**src/rtl/free_tag_release_queue.sv**
```systemverilog
// Writer end of the integer free-tag list: stages tags freed at commit and drains them one per cycle.
// Optional FREE_TAG_BYPASS_EN: a tag released into an empty, writable queue goes straight to Din.
module free_tag_release_queue #(
  parameter int TAGWIDE = 5,
  parameter int STGDEEP = 4
) (
  input  logic                       Clk,
  input  logic                       Rest,
  input  logic                       Rel0Valid,
  input  logic [TAGWIDE-1:0]         Rel0Tag,
  input  logic                       Rel1Valid,
  input  logic [TAGWIDE-1:0]         Rel1Tag,
  output logic                       RelReady,
  input  logic                       CriqFull,
  input  logic                       CriqClean,
  output logic                       Wable,
  output logic [TAGWIDE-1:0]         Din,
  output logic                       RelOvf,
  output logic [$clog2(STGDEEP):0]   StgCount
);

  localparam int PW = $clog2(STGDEEP);
  localparam int CW = PW + 1;
  localparam logic [CW-1:0] DEPTH = CW'(STGDEEP);

  logic [TAGWIDE-1:0] r_mem [STGDEEP];
  logic [PW-1:0]      r_head;
  logic [PW-1:0]      r_tail;
  logic [CW-1:0]      r_count;
  logic               r_ovf;

  logic          w_push0, w_push1;
  logic          w_byp0, w_byp1;
  logic          w_st0, w_st1;
  logic          w_acc0, w_acc1;
  logic          w_pop;
  logic [CW-1:0] w_free;

  // Tag 0 is the hardwired zero register and never goes back to the list.
  assign w_push0 = Rel0Valid && (Rel0Tag != '0);
  assign w_push1 = Rel1Valid && (Rel1Tag != '0);

  assign w_free   = DEPTH - r_count;
  assign RelReady = (w_free >= CW'(2));
  assign w_pop    = (r_count != '0) && !CriqFull && !CriqClean;

`ifdef FREE_TAG_BYPASS_EN
  logic w_byp_ok;
  assign w_byp_ok = (r_count == '0) && !CriqFull && !CriqClean;
  assign w_byp0   = w_byp_ok && w_push0;
  assign w_byp1   = w_byp_ok && !w_push0 && w_push1;
  assign Wable    = w_pop || w_byp0 || w_byp1;
  assign Din      = (r_count != '0) ? r_mem[r_head] :
                    w_byp0          ? Rel0Tag       :
                    w_byp1          ? Rel1Tag       : '0;
`else
  assign w_byp0 = 1'b0;
  assign w_byp1 = 1'b0;
  assign Wable  = w_pop;
  assign Din    = (r_count != '0) ? r_mem[r_head] : '0;
`endif

  // Space is judged on the registered count only; excess pushes are dropped, older lane first.
  assign w_st0  = w_push0 && !w_byp0;
  assign w_st1  = w_push1 && !w_byp1;
  assign w_acc0 = w_st0 && (w_free >= CW'(1));
  assign w_acc1 = w_st1 && (w_free >= (w_acc0 ? CW'(2) : CW'(1)));

  assign RelOvf   = r_ovf;
  assign StgCount = r_count;

  always_ff @(posedge Clk) begin
    if (Rest) begin
      r_head  <= '0;
      r_tail  <= '0;
      r_count <= '0;
      r_ovf   <= 1'b0;
    end else begin
      if ((w_push0 || w_push1) && !RelReady)
        r_ovf <= 1'b1;
      if (CriqClean) begin
        r_head  <= '0;
        r_tail  <= '0;
        r_count <= '0;
      end else begin
        if (w_acc0)
          r_mem[r_tail] <= Rel0Tag;
        if (w_acc1)
          r_mem[r_tail + PW'(w_acc0)] <= Rel1Tag;
        r_tail  <= r_tail + PW'(w_acc0) + PW'(w_acc1);
        r_head  <= r_head + PW'(w_pop);
        r_count <= r_count + CW'(w_acc0) + CW'(w_acc1) - CW'(w_pop);
      end
    end
  end

endmodule

```
**config.mk**
```make
export PLATFORM = sky130hd
export DESIGN_NAME = free_tag_release_queue
export DESIGN_NICKNAME = d
export VERILOG_FILES = /design/src/rtl/free_tag_release_queue.sv
export SDC_FILE = /design/constraint.sdc
export NUM_CORES = 1
export LEC_CHECK = 0
export BUFFER_PORTS_ARGS = -buffer_cell sky130_fd_sc_hd__buf_2
export CAP_MARGIN = 20
export CORE_ASPECT_RATIO = 0.5
export CORE_MARGIN = 2
export CORE_UTILIZATION = 45
export DETAILED_ROUTE_END_ITERATION = 12
export PLACE_DENSITY = 0.66
export SLEW_MARGIN = 5
export SYNTH_ARGS = -nofsm -noshare
export SYNTH_HDL_FRONTEND = slang
export SYNTH_SLANG_ARGS = --single-unit
```
**constraint.sdc**
```tcl
create_clock -name Clk -period 8.45 [get_ports Clk]
set_input_delay 1.2675 -clock Clk [delete_from_list [all_inputs] [get_ports Clk]]
set_output_delay 1.2675 -clock Clk [all_outputs]
set_load 0.01 [all_outputs]
```
==> impl_summary.md, run 1 <==
Status
The flow ran to the end, and the final reports show no timing, DRC or antenna violations.

Setup path
The endpoint identified for the worst register-to-register timing path is r_mem[2][0]. The largest stage delay on the critical path is 0.50 ns. The required time reported for the critical path endpoint is 8.41 ns.

The highest-delay cell along the critical path is sky130_fd_sc_hd__or4_1. Walking the worst path, the cells encountered are buf_2 > or4_1 > o21ai_0 > nand2b_1 > inv_2 > ha_1 > xor2_2 > nand2_1 > nor4_4 > a41o_1. The number of cells traversed by the worst register-to-register path is 11.

The worst setup path is launched from a primary input. The critical-path maximum fanout is 6. STA classifies the critical path endpoint as a register. The source of the worst register-to-register timing path is StgCount[1].

The critical path is of the primary input to register type. The arrival time reported for the critical path endpoint is 3.98 ns. Setup slack on the worst reg-to-reg path comes out at 4.75 ns.

Die
The area of the die is 4290 um^2. The starting density of the core is 48.2%. After floorplanning, the core was sized to cover 3510 um^2.

The die boundary height is 47.3 um. The count of pins on the block boundary is 27. The overall die width is 90.7 um. In this run the core area contains 15 standard-cell rows.

Pwr
For this design the ratio of total power to cell area is 259 nW/um^2. Summed over all cells, the static leakage comes to 0.746 nW. The largest voltage drop on the vdd net is 0.0841 mV.

Synthesis
The number of warnings reported in the yosys synthesis log is 0. The total of flip-flops plus latches after synthesis is 28. The register area share after synthesis is 45.0%.

Synthesis handed over a netlist of 120 instances. The net count after synthesis is 148. The synthesized netlist contains 34 unique library cells. The cell area that synthesis handed to floorplanning was 1690 um^2.

After synthesis, the mean cell area works out to 14.1 um^2.

Global routing
The met2 track demand over resource in global routing is 27.0%. The first global-routing pass estimated 5360 um of wire. Entering global routing, the biggest net connects 17 pins. The number of antenna violations at the first check in global routing is 0. The global routing usage summed across all routing layers is 17.1%. The aggregate global routing overflow is 0. The met1 capacity usage during global routing is 24.3%.

The via count of the first global-routing pass is 1044. The busiest layer in global routing is met2. Global routing consumed, on the met3 layer, 4.01% of the routing resources.

STA
The final count of hold timing violations is 0. In this run the tightest slew margin relative to its limit is 62.4%. Setup repair after global routing left no endpoint under its margin. For this run, the top clock speed supported by timing is 0.249 GHz. Setup violations remaining at the end of the flow were counted as 0. For the pin with the worst max-slew slack, the measured transition is 0.562 ns.

The final period utilization is 47.5%. The clock skew after layout is 0.00650 ns. Summed over all failing endpoints, the final setup total negative slack is 0 ns. The max-slew violation count was 0. Counting I/O delays and the setup requirement, the final critical path takes 4.02 ns.

Final layout
The multi-input combinational cells in the finished layout cover a total of 888 um^2. The layout overhead on the synthesized area is 15.2%. The area occupied by registers is 761 um^2. The number of fill cells is 296. The final net count is 177.

The fraction of final layout cells with drive strength greater than 1 is 33.8%. The repair_antennas step left the layout with diodes totalling 0. The finished layout holds 199 standard cells, fillers aside.

Min path
The worst hold path terminates at RelOvf. In this run the most critical hold path is launched from RelOvf. The worst hold path belongs to the class register to register. The instance count along the most critical hold path is 1.

Run
The number of violations of the max-capacitance limit is 0.

Clock network
In this run the post-CTS setup repair buffer count came out at 0. The total of hold buffers inserted after clock tree synthesis is 0. No sink is reached through more buffers than the 2 on the longest clock path. Counting every sink on the clock net gives 28. Post-CTS repair changed the size of 0 cells. The clock tree from TritonCTS is built. The cell sitting at the root of the clock tree is a sky130_fd_sc_hd__clkbuf_8. The clock input transition at the sequential cells of the worst setup and hold paths is 0.09 ns. The number of clock buffers added by TritonCTS is 3. The H-tree depth reported by CTS is 1.

The later pin in the worst-skew pair is clocked with a latency of 0.28 ns.

Drt
The first detailed-routing pass ran for 4 iterations. Summed over all layers, the routed wires come to 3210 um. The final route contains 1034 vias. In the routed layout, each cell is associated on average with a via count of 5.20. The remaining number of nets flagged by the antenna check after routing is 0.

The detailed router finished its first iteration with 27 violations. The routed length per instance is 16.2 um. The DRC violations left is 0.

Placement
In this run, placement finished with an instance count of 195. Input and output buffers added on the ports amount to 26. The half-perimeter wire length of the detailed placement result is 2450 um. The congestion estimate from routability-driven global placement came to 0.793.
-- worst max-delay path: cells and delay by family --
kind / cells / cell delay (ns)
simple gates: 4 / 1.34
compound gates: 2 / 0.63
xor+xnor: 1 / 0.31
buf+inv: 2 / 0.21
fa+ha+maj: 1 / 0.22
-- cells in the mapped netlist (all sizes together) --
library cell / count / area, um^2
edfxtp: 20 / 601
mux2: 20 / 229
ha: 10 / 125
inv: 9 / 33.8
dfxtp: 8 / 160
nor2: 6 / 22.5
mux4: 5 / 113
nor2b: 5 / 31.3
a41o: 4 / 41.3
xnor2: 4 / 35.0
and2: 3 / 18.8
nand2b: 3 / 18.8
a21oi: 2 / 21.3
clkbuf: 2 / 7.51
fa: 2 / 40.0
nand2: 2 / 7.51
nor3: 2 / 21.3
nor4: 2 / 42.5
o21ai: 2 / 21.3
or4: 2 / 18.8
nor4b: 1 / 23.8
o21ba: 1 / 10.0
or2: 1 / 6.26
or3: 1 / 6.26
or3b: 1 / 8.76
or4b: 1 / 10.0
xor2: 1 / 16.3
-- cell families (layout without fill, tap and decap cells) --
family	Yosys count	after routing	share of synthesized area, %
flops	28	28	45.0
simple gates	30	30	14.0
xor+xnor	5	5	3.03
mux	25	25	20.2
compound gates	9	9	5.55
fa+ha+maj	12	12	9.77
buf+inv	11	39	2.44
-- worst max-delay path by stage --
stage / start / to / slack, ns / cells after the start
after floorplan: Rel0Tag[0] / StgCount[2] / 4.55 / 13
after global placement: Rel0Tag[0] / r_mem[2][2] / 4.21 / 10
after detailed placement: Rel0Tag[0] / r_mem[2][2] / 4.08 / 10
after CTS: Rel0Tag[0] / r_mem[2][0] / 4.38 / 10
after global routing: Rel0Tag[0] / StgCount[2] / 4.21 / 14
final: Rel0Tag[0] / r_mem[2][0] / 4.43 / 10
-- where the power goes --
part	switching, mW	internal, mW
logic	0.123	0.0929
clock network	0.0434	0.0635
registers	0.0121	0.168
-- metal layers --
layer	part of all wire [%]	wire (um)
met1	50	1620
met2	45	1430
met3	4.0	128
met4	1.0	32
met5	0	0
-- sequential cells by signal, summed over array words and instances (netlist names) --
name / cells
r_head: 2
r_mem: 20
StgCount: 3
RelOvf: 1
r_tail: 2
-- placed cells by master, fill, tap and decap left out, types with 4 or more instances in the layout --
cell type,count
sky130_fd_sc_hd__buf_2,26
sky130_fd_sc_hd__dfxtp_1,8
sky130_fd_sc_hd__edfxtp_1,20
sky130_fd_sc_hd__ha_1,10
sky130_fd_sc_hd__inv_1,8
sky130_fd_sc_hd__mux2_1,19
sky130_fd_sc_hd__mux4_2,5
sky130_fd_sc_hd__nor2_1,6
sky130_fd_sc_hd__nor2b_1,5
sky130_fd_sc_hd__xnor2_1,4
-- layout make-up --
type,count,share of cell area (%)
clock buffer,3,2.12
tap,51,3.28
clock inverter,1,1.54
inverter,9,1.73
sequential,28,39.0
timing repair buffer,26,6.68
multi-input combinational,81,45.6
-- through the flow --
step	utilization [%]	hold WS (ns)	power [mW]	setup WS (ns)	instance area, um^2
floorplan	-	0.525	0.340	4.55	1690
global placement	53.5	0.464	0.402	4.21	1880
detailed placement	53.5	0.470	0.403	4.08	1880
CTS	55.5	0.493	0.509	4.38	1950
global route	55.5	0.534	0.545	4.21	1950
finish	55.5	0.485	0.504	4.43	1950
No activity file was read; power rests on OpenSTA's default activity.
==> run 2: changes to the inputs <==
Clock period 8.45 ns to 4.05 ns, I/O delays scaled along.
==> run 2 against run 1 <==
  * Hold slack gained 0.017 ns
  * Cell count stayed put
  * Sequential cell count unchanged
  * Setup slack worse by 4.1 ns
  * Clock power rose by 110%
  * Register-to-register slack got worse by 4.4 ns
  * Sequential share of layout area unchanged
  * Utilization did not move
  * Clock-buffer cell count unchanged
  * Via count increased by 1.4%
  * Critical path depth increased by 1
  * Critical endpoint unchanged
  * Largest power group unchanged
==> impl_summary.md, run 2 (synthesis results as in run 1) <==
Status
The run finished with clean final reports.

Die
The die is 47.3 um tall. In this run the horizontal extent of the chip is 90.7 um. The floorplan core area is 3510 um^2. 27 I/O pins were placed.

The number of rows in the core area is 15. The starting density of the core is 48.2%. The die covers 4290 um^2.

Clock network
The H-tree depth reported by CTS is 1. The clock tree from TritonCTS is built. After clock tree synthesis, the flow added hold-fix buffers numbering 0.

The tree built by TritonCTS fans out to 28 sinks. The source-to-sink clock delay at the later pin of the worst-skew pair is 0.28 ns. Clock tree synthesis selected as its root buffer the cell sky130_fd_sc_hd__clkbuf_8. Clock-pin slew was measured on the worst setup and hold paths at 0.10 ns.

The clock passes through at most 2 buffers. The number of CTS-inserted buffers is 3. Gates resized during post-CTS repair numbered 0.

After clock tree synthesis, the setup repair step added 0 buffers.

Final layout
The number of fill cells is 320. 0 antenna diodes ended up in the layout. Leaving out fill and tap cells, the most frequent cell in the layout is sky130_fd_sc_hd__buf_2. The fraction of final layout cells with drive strength greater than 1 is 33.8%.

The final layout contains 177 nets. From synthesis to final layout, the design area changed by 15.2%. The register with the most flip-flops is r_mem. In the layout the commonest cells are sky130_fd_sc_hd__buf_2 (26), sky130_fd_sc_hd__edfxtp_1 (20), sky130_fd_sc_hd__mux2_1 (19), sky130_fd_sc_hd__ha_1 (10).

The core utilization of the finished layout is 55.5%. The flip-flop count of the largest register after layout is 20. For this run, the number of standard cells in the final layout without fillers is 199.

Min path
Along the worst hold path, the cell count comes to 1. The path with the worst hold slack has its endpoint at RelOvf. The path class of the tightest hold or removal check is register to register. The start point of the worst min-delay path is RelOvf.

Placement
Routability-driven placement finished with a final weighted congestion of 0.723. In this run the tool buffered the top-level ports with 26 buffer cells. Before CTS, the worst setup slack after placement is 0.313 ns. The number of placed instances, taps included, is 195. The half-perimeter wire length of the detailed placement result is 2560 um.

Setup path
The number of cells traversed by the worst register-to-register path is 11. The capture instance of the worst register-to-register path is r_mem[2][0]. The required time reported for the critical path endpoint is 4.01 ns. STA classifies the critical path startpoint as a register. The type of the setup path with the least slack is register to register. Along the worst path, the maximum fanout reaches 6. STA classifies the critical path endpoint as a register. In this run the critical register-to-register path is launched from StgCount[1]. At the worst endpoint, the arrival time is 3.68 ns. The worst setup slack for register-to-register paths is 0.33 ns.

In this run the worst setup path begins at StgCount[1].

Global routing
The first-pass GRT wire length is 5460 um. The maximum number of pins on one net before global-route repair is 17. The via count of the first global-routing pass was 1040. Global routing consumed, over all layers together, 17.7% of the routing resources.

The number of antenna violations at the first check in global routing is 0. After global routing the overflow that remains totals 0.

Drt
The remaining number of nets flagged by the antenna check after routing is 0. The detailed-router iteration count before antenna repair is 4. The number of vias per cell after detailed routing is 5.27. The DRC violations left is 0. The routed length per instance is 17.2 um.

The total vias in the final route is 1048. The first routing iteration left 42 violations. For this block, the routed nets add up to 3420 um of wire.

STA
In the final timing run, aggregate negative setup slack is 0 ns. Setup violations remaining at the end of the flow were counted as 0. The relative max-transition margin is 60.6%.

At the pin with the least slew margin, the transition time is 0.587 ns. The max-slew violation count is 0. For this run, the top clock speed supported by timing is 0.269 GHz.

The final critical-path required period is 3.72 ns. The final period utilization is 91.8%. The clock skew after layout is 0.00522 ns. The tightest hold path in the finished design has a slack of 0.502 ns. Setup repair after global routing left no endpoint under its margin. The worst path setup slack after routing is 0.333 ns. The final count of hold timing violations is 0.

Run
The number of violations of the max-capacitance limit is 0.

Pwr
The largest voltage drop on the vdd net is 0.168 mV. The power per unit of standard cell area is 540 nW/um^2. The analysis attributes to cell leakage a power of 0.746 nW.
==> run 2: final cells by class <==
class	instances	area [um^2]	area share (%)
multi-input combinational	81	888	45.6
timing repair buffer	26	130	6.68
tap	51	63.8	3.28
clock buffer	3	41.3	2.12
inverter	9	33.8	1.73
clock inverter	1	30.0	1.54
sequential	28	761	39.0
==> run 2: how the worst max path moves through the flow <==
| stage | end | slack (ns) | cells past startpoint |
|---|---|---|---|
| 3_3_place_gp | r_mem[2][2] | 0.36 | 10 |
| 4_1_cts | r_mem[2][0] | 0.31 | 11 |
| 3_5_place_dp | r_mem[2][2] | 0.31 | 10 |
| 2_1_floorplan | StgCount[2] | 0.55 | 15 |
| 6_report | r_mem[2][0] | 0.33 | 11 |
| 5_1_grt | r_mem[2][0] | 0.12 | 11 |
==> run 2: layer usage <==
metal  global-route usage [%]  vias to the layer above  share of wire [%]
li1                         -                      504                  -
met1                     23.5                      511                 48
met2                     30.0                       29                 47
met3                     4.49                        4                3.9
met4                     5.54                        0                1.1
met5                        0                        -                  0
==> run 2: where the power goes <==
part | internal, mW | switching (mW) | leakage [nW] | total, mW
Clock | 0.133 | 0.0916 | 0.0357 | 0.224
Sequential | 0.352 | 0.0271 | 0.246 | 0.379
Combinational | 0.194 | 0.256 | 0.463 | 0.450
Total | 0.678 | 0.375 | 0.746 | 1.05
==> run 2: worst max-delay path: stages, from the launching register on <==
cell                       delay, ns
sky130_fd_sc_hd__dfxtp_1        0.44
sky130_fd_sc_hd__inv_1          0.11
sky130_fd_sc_hd__ha_1           0.19
sky130_fd_sc_hd__ha_1           0.30
sky130_fd_sc_hd__or4b_2         0.59
sky130_fd_sc_hd__nand2b_1       0.18
sky130_fd_sc_hd__inv_2          0.09
sky130_fd_sc_hd__ha_1           0.22
sky130_fd_sc_hd__xor2_2         0.32
sky130_fd_sc_hd__nand2_1        0.14
sky130_fd_sc_hd__nor4_4         0.47
sky130_fd_sc_hd__a41o_1         0.36
==> run 2: through the flow <==
stage                     power [mW]  cell area [um^2]
after floorplan                0.710              1690
after global placement         0.828              1880
after detailed placement       0.838              1880
after CTS                       1.06              1950
after global routing            1.12              1950
final                           1.05              1950
==> run 3: changes to the inputs <==
Settings changed: CTS_BUF_LIST set to sky130_fd_sc_hd__clkbuf_4.
==> run 3 against run 2 <==
  * Clock power down 16%
  * Maximum frequency up 0.19%
  * Cell count unchanged
  * Critical endpoint is now r_mem[2][1]
  * Largest cell class unchanged
  * Largest power group unchanged
  * Highest routed layer unchanged
==> impl_summary.md, run 3 (synthesis results as in run 1) <==
Pwr
The internal power of the cells totals 0.646 mW. The analysis attributes to cell leakage a power of 0.738 nW. In this run, flip-flops and latches consume 37.3% of the power.

The total power consumption of the routed design is 1.02 mW. For this design the total switching power over the nets is 0.371 mW. The largest voltage drop on the vdd net is 0.172 mV.

The fraction of power consumed by combinational cells is 44.1%. The power per unit of standard cell area is 527 nW/um^2. Net switching is 36.5% of the power.

Per report_power, the clock group accounts for 18.6% of the total.

Die
The area of the die is 4290 um^2. 27 I/O pins were placed. The starting density of the core is 48.2%. In this run the vertical extent of the chip is 47.3 um.

The floorplan core area is 3510 um^2. The number of rows in the core area is 15. The overall die width is 90.7 um.

Setup path
STA puts the critical path data required time at 4.09 ns. STA puts the critical path data arrival time at 3.75 ns. The endpoint type of the worst setup path is a register. The most repeated library cell on the critical path is sky130_fd_sc_hd__ha_1. On the critical path, the stage with the largest delay is an instance of sky130_fd_sc_hd__or4b_2.

STA classifies the critical path startpoint as a register. Measured in cells, the most critical reg-to-reg path has a length of 11. The largest stage delay on the critical path is 0.59 ns. Walking the worst path, the cells encountered are inv_1 > ha_1 > ha_1 > or4b_2 > nand2b_1 > inv_2 > ha_1 > xor2_2 > nand2_1 > nor4_4 > a41o_1. Along the worst path, the maximum fanout reaches 6.

The type of the setup path with the least slack is register to register.

STA
The worst path setup slack after routing is 0.340 ns. Measured against its own limit, the worst slew margin works out to 61.7%. The clock skew after layout is 0.00173 ns. The max-slew violation count is 0. The final critical-path required period is 3.71 ns.

The final period utilization is 91.6%. The final count of hold timing violations came to 0. At the pin with the least slew margin, the transition time is 0.570 ns. The count of endpoints failing setup in the final report is 0. Based on the critical path, the design can be clocked at up to 0.270 GHz. Setup repair after global routing left no endpoint under its margin.

The final setup TNS is 0 ns.

Clock network
In this run the post-CTS setup repair buffer count came out at 0. The tree built by TritonCTS fans out to 28 sinks. After clock tree synthesis, the flow added hold-fix buffers numbering 0. In this run the clock root is driven by a sky130_fd_sc_hd__clkbuf_4. The deepest clock path buffer count is 2. The post-cts gate resize count is 0.

Clock latency on the worst-skew pair, taken at its later pin, is 0.34 ns. The clock input transition at the sequential cells of the worst setup and hold paths is 0.16 ns. TritonCTS built the clock tree. TritonCTS created 3 clock buffers. The H-tree depth reported by CTS is 1.

Global routing
The maximum number of pins on one net before global-route repair is 17. The first global-routing pass estimated 5460 um of wire. In the global route stage, overall resource usage came out at 17.7%. The via count of the first global-routing pass is 1043. The aggregate global routing overflow is 0. The number of antenna violations at the first check in global routing is 0.

Final layout
The layout overhead on the synthesized area is 14.1%. The fraction of final layout cells with drive strength greater than 1 is 33.8%. More flip-flops sit in one register than any other, and that register is r_mem. The flip-flop count of the largest register after layout is 20.

The repair_antennas step left the layout with diodes totalling 0. Leaving out fill and tap cells, the most frequent cell in the layout is sky130_fd_sc_hd__buf_2. In the layout the commonest cells are sky130_fd_sc_hd__buf_2 (26), sky130_fd_sc_hd__edfxtp_1 (20), sky130_fd_sc_hd__mux2_1 (19), sky130_fd_sc_hd__ha_1 (10). In the final design database the tool counted 177 nets.

Drt
The total vias in the final route is 1071. The number of vias per cell after detailed routing is 5.38. The remaining number of nets flagged by the antenna check after routing is 0.

The number of violations reported at the end of detailed-routing iteration 0 is 63. The DRC violations left is 0. For this run, the detailed router's first-pass iteration total came to 4. The routed wire length is 3420 um. The routed length per instance is 17.2 um.

Placement
The setup slack at placement is 0.313 ns. The half-perimeter wire length of the detailed placement result is 2560 um. Port buffering added 26 buffers. At the end of routability-driven placement, the weighted congestion stood at 0.723.

Min path
The worst hold path belongs to the class register to register. Along the worst hold path, the cell count comes to 1.

Status
The run finished with clean final reports.

Run
The tool flagged a number of max-cap violations equal to 0.
==> run 3: cell types whose count changed in the layout (fill, tap and decap cells not counted) <==
cell,before,now
sky130_fd_sc_hd__clkbuf_4,0,3
sky130_fd_sc_hd__clkbuf_8,3,0
==> run 3: final cells by class <==
class	instances	area, um^2
Inverter	9	33.8
Timing Repair Buffer	26	130
Tap cell	51	63.8
Fill cell	320	1580
Multi-Input combinational cell	81	888
Clock inverter	1	30.0
Sequential cell	28	761
Clock buffer	3	22.5
==> run 3: path summary, 6_finish.rpt <==
| kind | start | slack [ns] | end |
|---|---|---|---|
| hold reg to reg | RelOvf | 0.51 | RelOvf |
| setup reg to reg | StgCount[1] | 0.34 | r_mem[2][1] |
| setup / recovery | StgCount[1] | 0.34 | r_mem[2][1] |
| hold / removal | RelOvf | 0.51 | RelOvf |
==> run 3: worst max-delay path: cells and delay by family (launching register included) <==
kind / cells / cell delay, ns
compound gates: 1 / 0.36
buf+inv: 2 / 0.20
xor+xnor: 1 / 0.32
fa+ha+maj: 3 / 0.71
flops: 1 / 0.46
simple gates: 4 / 1.37
==> run 3: routing by layer <==
layer	vias to the layer above	track usage (%)	routed length (um)
li1	507	-	-
met1	527	23.3	1590
met2	33	29.4	1630
met3	4	4.49	154
met4	0	6.77	47
met5	-	0	0
==> run 3: metrics by stage <==
step | util, % | hold slack (ns) | cells | instance area (um^2)
final | 55.0 | 0.514 | 199 | 1930
after CTS | 55.0 | 0.515 | 199 | 1930
after floorplan | - | 0.525 | 120 | 1690
after global routing | 55.0 | 0.519 | 199 | 1930
after detailed placement | 53.5 | 0.484 | 195 | 1880
after global placement | 53.5 | 0.465 | 195 | 1880
==> run 3: power groups by stage <==
| stage | logic [mW] | clock network (mW) | registers (mW) |
|---|---|---|---|
| finish | 0.449 | 0.189 | 0.379 |
| CTS | 0.456 | 0.191 | 0.379 |
| floorplan | 0.327 | 0 | 0.383 |
| global placement | 0.444 | 0 | 0.383 |
| detailed placement | 0.453 | 0 | 0.386 |
| global route | 0.496 | 0.205 | 0.385 |
